<file path="src/rtl/sw_debounce.sv">
// Per-channel switch/key debouncer: clean level plus one-cycle rise/fall pulses.
// Optional 2-flop input synchroniser enabled by defining DEBOUNCE_SYNC_EN.
module sw_debounce #(
    parameter int unsigned WIDTH   = 3,
    parameter int unsigned CNT_MAX = 1000000,
    parameter int unsigned CNT_W   = 20
) (
    input  logic             clk,
    input  logic             rst_n,
    input  logic [WIDTH-1:0] in,
    output logic [WIDTH-1:0] out,
    output logic [WIDTH-1:0] rise,
    output logic [WIDTH-1:0] fall
);

    localparam logic [CNT_W-1:0] CNT_LAST = CNT_W'(CNT_MAX - 1);
    localparam logic [CNT_W-1:0] CNT_ONE  = CNT_W'(1);

    typedef enum logic [1:0] {
        S_LO = 2'd0,
        W_HI = 2'd1,
        S_HI = 2'd2,
        W_LO = 2'd3
    } state_t;

    logic [WIDTH-1:0] s;
    state_t           state [WIDTH];
    logic [CNT_W-1:0] cnt   [WIDTH];

`ifdef DEBOUNCE_SYNC_EN
    logic [WIDTH-1:0] sync_q1;
    logic [WIDTH-1:0] sync_q2;

    // Two-flop synchroniser for inputs arriving straight from pins
    always_ff @(posedge clk or negedge rst_n) begin
        if (!rst_n) begin
            sync_q1 <= '0;
            sync_q2 <= '0;
        end else begin
            sync_q1 <= in;
            sync_q2 <= sync_q1;
        end
    end

    assign s = sync_q2;
`else
    assign s = in;
`endif

    // Per-channel debounce FSM; a change is accepted only after CNT_MAX stable samples
    always_ff @(posedge clk or negedge rst_n) begin
        if (!rst_n) begin
            for (int i = 0; i < int'(WIDTH); i++) begin
                state[i] <= S_LO;
                cnt[i]   <= '0;
            end
            out  <= '0;
            rise <= '0;
            fall <= '0;
        end else begin
            rise <= '0;
            fall <= '0;
            for (int i = 0; i < int'(WIDTH); i++) begin
                case (state[i])
                    S_LO: begin
                        if (s[i]) begin
                            state[i] <= W_HI;
                            cnt[i]   <= CNT_ONE;
                        end
                    end
                    W_HI: begin
                        if (!s[i]) begin
                            state[i] <= S_LO;
                            cnt[i]   <= '0;
                        end else if (cnt[i] == CNT_LAST) begin
                            state[i] <= S_HI;
                            cnt[i]   <= '0;
                            out[i]   <= 1'b1;
                            rise[i]  <= 1'b1;
                        end else begin
                            cnt[i] <= cnt[i] + CNT_ONE;
                        end
                    end
                    S_HI: begin
                        if (!s[i]) begin
                            state[i] <= W_LO;
                            cnt[i]   <= CNT_ONE;
                        end
                    end
                    W_LO: begin
                        if (s[i]) begin
                            state[i] <= S_HI;
                            cnt[i]   <= '0;
                        end else if (cnt[i] == CNT_LAST) begin
                            state[i] <= S_LO;
                            cnt[i]   <= '0;
                            out[i]   <= 1'b0;
                            fall[i]  <= 1'b1;
                        end else begin
                            cnt[i] <= cnt[i] + CNT_ONE;
                        end
                    end
                    default: begin
                        state[i] <= S_LO;
                        cnt[i]   <= '0;
                    end
                endcase
            end
        end
    end

endmodule

</file>
<file path="config.mk">
export PLATFORM = sky130hd
export DESIGN_NAME = sw_debounce
export DESIGN_NICKNAME = d
export VERILOG_FILES = /design/src/rtl/sw_debounce.sv
export SDC_FILE = /design/constraint.sdc
export NUM_CORES = 1
export LEC_CHECK = 0
export ABC_CLOCK_PERIOD_IN_PS = 5900
export BUFFER_PORTS_ARGS = -buffer_cell sky130_fd_sc_hd__buf_4
export CAP_MARGIN = 15
export CORE_MARGIN = 1
export CORE_UTILIZATION = 53
export CTS_BUF_LIST = sky130_fd_sc_hd__clkbuf_8
export DETAILED_ROUTE_END_ITERATION = 8
export PLACE_DENSITY = 0.71
export SYNTH_ARGS = -nofsm -noshare
export SYNTH_HDL_FRONTEND = slang
export SYNTH_SLANG_ARGS = --single-unit
</file>
<file path="constraint.sdc">
create_clock -name clk -period 5.9 [get_ports clk]
set_input_delay 0.59 -clock clk [delete_from_list [all_inputs] [get_ports clk]]
set_output_delay 0.59 -clock clk [all_outputs]
set_load 0.02 [all_outputs]
</file>
==> qor.txt, run 1 <==
status: completed
Inst Count DP: 519
Synth area leaders: dfrtp_1, a31oi_1, nand2_1
initial DRC count: 162
Core Util, Final: 59.3%
synthesized flop and latch total: 75
die height: 88.1 um
DR vias/cell: 5.88
Worst Path Arrival: 2570 ps
ant diodes: 0
register area: 0.00188 mm^2
Inserted Clock Buffers: 9
Worst Skew: 10.8 ps
Post-synth EDFFs: 0
Final Cycle Share: 40.3%
dpl cell area: 0.00406 mm^2
Detailed Route WL: 7.75 mm
post-cts resize count: 0
Hold/Removal Path Class: input pin to async pin
IO Count: 14
initial core utilization: 54.4%
detailed-route via count: 3149
num rows: 31
worst-margin pin slew: 1020 ps
largest net degree at the start of global routing: 76
Seq/Total Area, Yosys: 47.8%
Synth top cells by count: dfrtp_1, nand2_1, nor2_1
worst-skew pair later-pin latency: 350 ps
Synth warnings: 0
1st-pass router iterations: 4
final hold vios: 0
crit end category: flip-flop
most common cell in the synthesized netlist: dfrtp_1
Die W: 88.1 um
NumNets Final: 440
Fillers: 649
Core ar.: 0.00721 mm^2
H-tree depth: 3
Avg Cell Area, Syn: 9.28 um^2
grt total ovfl: 0
Synth Instances: 423
Cell Area, Synth: 0.00393 mm^2
setup TNS: 0 ps
Hold Buf Count CTS: 0
die area: 0.00775 mm^2
Crit Path Max Fanout: 13
Final setup viols: 0
Req. time, crit path: 6100 ps
critical path class: flip-flop to flip-flop
Clock Tree Root: clkbuf_8
Most used DFF post-synth: dfrtp_1
Wirelength per Cell: 14.5 um
RSZ-0062 raised after global routing: no
first-pass GRT wire length: 13.0 mm
PortBufs: 13
Synthesized Nets: 431
ys async rst share: 100%
Leakage Power: 1.80 nW
Yosys top cell by area: dfrtp_1
GPL Wtd Cong: 0.841
GRT Resource Usage Total: 21.6%
Final Critical Period: 2380 ps
Pwr Total: 0.00108 W
final instance area: 0.00428 mm^2
Slew Viols, Final: 0
PwrDens: 252 mW/mm^2
Slew headroom: 32.0%
initial antenna violation count: 0
layout cell share with drive strength beyond 1: 8.24%
Worst Setup Start Kind: flip-flop
Cell variety after synth: 52
top cell type's share of synthesized area: 47.8%
hpwl dp: 5.29 mm
Layout Cells excl Fill: 536
postcts setup bufs: 0
Clock Sink Count: 75
Clock transition at path regs: 80 ps
number of remaining DRC errors: 0
Area Growth Syn to Fin: 9.09%
CTS Buffer Depth: 2
ANT nets after route: 0
vias in the first global route: 2799
multi-input logic area: 0.00192 mm^2
maximum vdd drop: 0.000126 V
f_max: 0.421 GHz
CTS tree: done
total of max-cap violations: 0
## metrics by stage
step | worst slack (ps) | hold slack (ps)
floorplan | 3950 | 294
global placement | 3450 | 494
detailed placement | 3370 | 501
CTS | 3500 | 405
global route | 3320 | 409
finish | 3520 | 372
## area by class of cell
cell class / instances / area share (%)
clock inverters: 5 / 1.23
repair buffers: 14 / 2.63
multi-input cells: 321 / 44.9
flip-flops and latches: 75 / 43.8
well taps: 99 / 2.89
clock buffers: 11 / 3.54
inverters: 11 / 0.964
## sequential cells by signal (all words and copies together) (netlist names), named ones only
name   cells
rise       3
cnt       60
state      3
out        3
fall       3
## critical path, stage by stage, from the launching register on
cell     delay, ps
dfrtp_1        420
ha_1           240
and3_1         190
nand3_1        130
o31a_1         480
nor2_1         630
nor2_1         120
## placed cells by master, fill, tap and decap left out, types with 5 or more instances in the layout
cell type and n:
dfrtp_1 75, nand2_1 46, nor2_1 43, a31oi_1 29
nand3_1 27, a21oi_1 24, xnor2_1 15, buf_4 13
o21ai_0 12, inv_1 12, and3_1 11, clkbuf_8 11
nor3_1 10, xor2_1 9, nand4_1 9, and2_1 8
mux2i_1 6, nand2b_1 6, nor4_1 6, a21o_1 5
and4_1 5
## per-layer routing
metal	vias up	track usage, %	part of all wire [%]
met2	53	33.9	46
met3	9	3.39	3.1
met5	-	0	0
met1	1529	30.1	49
li1	1558	-	-
met4	0	8.50	1.6
## logic make-up after synthesis
kind of cell	Yosys count	synth area share (%)
adders and majority gates	3	0.956
DFF	75	47.8
muxes	7	1.82
AOI/OAI and AO/OA	99	16.3
and+or+nand+nor	188	24.6
xor gates and xnor gates	24	5.36
buffers and inverters	27	3.19
## where the power goes
part	internal [W]	total, W	switching (W)	leakage, nW
combinational	0.0000381	0.000104	0.0000658	0.666
sequential	0.000537	0.000570	0.0000333	1.02
clock	0.000216	0.000404	0.000188	0.110
## final timing paths
check / start / to / slack (ps) / depth (start not counted)
min in group clk: in[2] / fall[2] / 420 / 2
max in group asynchronous: rst_n / cnt[29] / 4920 / 1
min: rst_n / rise[2] / 370 / 1
max: cnt[20] / cnt[29] / 3520 / 6
max reg2reg: cnt[20] / cnt[29] / 3520 / 6
min reg2reg: cnt[56] / cnt[56] / 520 / 1
No activity file was read; power rests on OpenSTA's default activity.
==> run 2: changes to the inputs <==
--- a/config.mk
+++ b/config.mk
@@ -5,14 +5,14 @@
 export SDC_FILE = /design/constraint.sdc
 export NUM_CORES = 1
 export LEC_CHECK = 0
-export ABC_CLOCK_PERIOD_IN_PS = 5900
+export ABC_CLOCK_PERIOD_IN_PS = 1900
 export BUFFER_PORTS_ARGS = -buffer_cell sky130_fd_sc_hd__buf_4
 export CAP_MARGIN = 15
 export CORE_MARGIN = 1
 export CORE_UTILIZATION = 53
 export CTS_BUF_LIST = sky130_fd_sc_hd__clkbuf_8
 export DETAILED_ROUTE_END_ITERATION = 8
-export PLACE_DENSITY = 0.71
+export PLACE_DENSITY = 0.74
 export SYNTH_ARGS = -nofsm -noshare
 export SYNTH_HDL_FRONTEND = slang
 export SYNTH_SLANG_ARGS = --single-unit
==> constraint.sdc (replaced) <==
create_clock -name clk -period 1.9 [get_ports clk]
set_input_delay 0.19 -clock clk [delete_from_list [all_inputs] [get_ports clk]]
set_output_delay 0.19 -clock clk [all_outputs]
set_load 0.02 [all_outputs]
==> run 2 against run 1 <==
Against the previous run: critical path depth unchanged; global-route usage up 2.5 points; combinational power rose to 4.3 times the previous value; cell count up 8.4%; clock skew down 2.3 ps; first-iteration DRC count down 3.7%; via count up 7.1%; highest routed layer unchanged.
==> qor.txt, run 2 (synthesized netlist as in run 1, its figures left out) <==
status: completed
maximum vdd drop: 0.000472 V (+270%)
Fillers: 616 (-5.1%)
Clock Tree Root: clkbuf_8
layout cell share with drive strength beyond 1: 19.1% (+11 points)
grt total ovfl: 0 (unchanged)
Area Growth Syn to Fin: 19.1%
dpl cell area: 0.00440 mm^2 (+8.4%)
Clock Sink Count: 75 (unchanged)
Worst Skew: 8.51 ps (-2.25 ps)
CTS Buffer Depth: 2 (unchanged)
Core ar.: 0.00721 mm^2 (unchanged)
worst-margin pin slew: 539 ps (-482 ps)
crit end category: flip-flop
Hold WS: 28.0 ps (-344 ps)
Clock transition at path regs: 80 ps (about the same)
Wirelength per Cell: 14.7 um (+1.4%)
Inserted Clock Buffers: 9 (unchanged)
PortBufs: 13 (unchanged)
WHS Endpoint: fall[2]
GPL Wtd Cong: 0.838 (-0.43%)
H-tree depth: 3 (unchanged)
Hold/Removal Path Class: input pin to flip-flop
1st-pass router iterations: 4 (unchanged)
die area: 0.00775 mm^2 (unchanged)
die height: 88.1 um (unchanged)
Die W: 88.1 um (unchanged)
Crit Path Max Fanout: 14 (+1)
reg2reg setup slack: 40 ps (-3490 ps)
Slew headroom: 64.0% (+32 points)
CTS tree: done
critical path class: flip-flop to flip-flop
num rows: 31 (unchanged)
Reg-to-Reg End: cnt[58]
HP Start: in[2]
IO Count: 14 (unchanged)
Reg with most FFs: cnt
commonest non-fill, non-tap cell in the layout: dfrtp_1
ANT nets after route: 0 (unchanged)
GRT Resource Usage Total: 24.1% (+2.5 points)
most frequent cells in the layout: dfrtp_1, buf_4, nand2_1
Worst Setup Start Kind: flip-flop
PwrDens: 707 mW/mm^2 (+180%)
Final Cycle Share: 98.1% (+58 points)
final instance area: 0.00468 mm^2 (+9.2%)
initial DRC count: 156 (-3.7%)
Final Critical Period: 1860 ps (-513 ps)
R2R cell count: 6 (unchanged)
first-pass GRT wire length: 14.6 mm (+12%)
detailed-route via count: 3374 (+7.1%)
final hold vios: 0 (unchanged)
initial core utilization: 54.4% (unchanged)
ant diodes: 0 (unchanged)
Leakage Power: 2.01 nW (+12%)
Core Util, Final: 64.8% (+5.5 points)
number of remaining DRC errors: 0 (unchanged)
initial antenna violation count: 0 (unchanged)
Req. time, crit path: 2130 ps (-3970 ps)
Slew Viols, Final: 0 (unchanged)
NumNets Final: 485 (+10%)
hpwl dp: 5.99 mm (+13%)
multi-input logic area: 0.00198 mm^2 (+3.1%)
RSZ-0062 raised after global routing: yes
worst reg2reg path startpoint: cnt[52]
DR vias/cell: 5.81 (-1.2%)
max reg flops: 60 (unchanged)
worst-skew pair later-pin latency: 340 ps (about the same)
f_max: 0.537 GHz (+28%)
register area: 0.00188 mm^2 (about the same)
total of max-cap violations: 0 (unchanged)
Detailed Route WL: 8.52 mm (+9.9%)
Worst Path Arrival: 2090 ps (-480 ps)
Cells on Worst Hold Path: 2
largest net degree at the start of global routing: 40 (-47%)
vias in the first global route: 3307 (+18%)
Final setup viols: 0 (unchanged)
run 2: cell count changes in the layout (fill, tap and decap cells not counted), sizes merged:
| cell | before | now |
|---|---|---|
| buf | 14 | 58 |
| clkinvlp | 0 | 3 |
| bufinv | 1 | 0 |
| clkbuf | 11 | 10 |
| dlygate4sd3 | 0 | 1 |
| inv | 12 | 11 |
run 2: power breakdown:
part           total [W]  internal [W]  switching (W)
Sequential       0.00175       0.00167      0.0000825
Clock            0.00111      0.000507       0.000605
Combinational   0.000446      0.000196       0.000250
run 2: critical path, cell delays in order (launching register included):
cell and delay, ps:
dfrtp_1 380, or4b_4 540, nor4_4 190, a21oi_2 150, buf_12 170, a21o_1 150
a22o_1 170
run 2: cell type report:
cell class	count	share of cell area (%)
multi-input combinational	321	42.4
inverter	11	0.883
tap	99	2.65
clock inverter	6	0.883
clock buffer	10	2.94
timing repair buffer	59	10.1
sequential	75	40.2
run 2: timing repair:
action | in CTS | in global routing
buffers inserted | 0 | 2
setup endpoints to repair | 1 | 48
hold buffers | 1 | 0
pin swaps | 0 | 4
gates cloned | 0 | 1
resized for setup | 1 | 13
endpoints found under the hold margin | 37 | 0
run 2: how the worst max path moves through the flow:
stage | start | endpoint
after floorplan | cnt[0] | cnt[1]
after CTS | cnt[27] | cnt[24]
after global routing | cnt[52] | cnt[58]
final | cnt[52] | cnt[58]
after global placement | cnt[52] | cnt[43]
after detailed placement | cnt[21] | out[1]
run 2: layer usage:
layer | vias to the layer above | part of all wire (%) | global-route usage [%]
li1 | 1643 | - | -
met1 | 1657 | 45 | 31.3
met2 | 64 | 50 | 39.7
met3 | 10 | 3.5 | 5.75
met4 | 0 | 0.87 | 7.92
met5 | - | 0 | 0
run 2: through the flow:
stage | std cells | setup TNS, ps | total power [W] | setup WS [ps]
floorplan | 423 | 0 | 0.00202 | 15.2
global placement | 561 | 0 | 0.00219 | 67.4
detailed placement | 561 | 0 | 0.00221 | 19.5
CTS | 578 | 0 | 0.00331 | 5.56
global route | 581 | -64.8 | 0.00347 | -42.6
finish | 581 | 0 | 0.00331 | 37.0
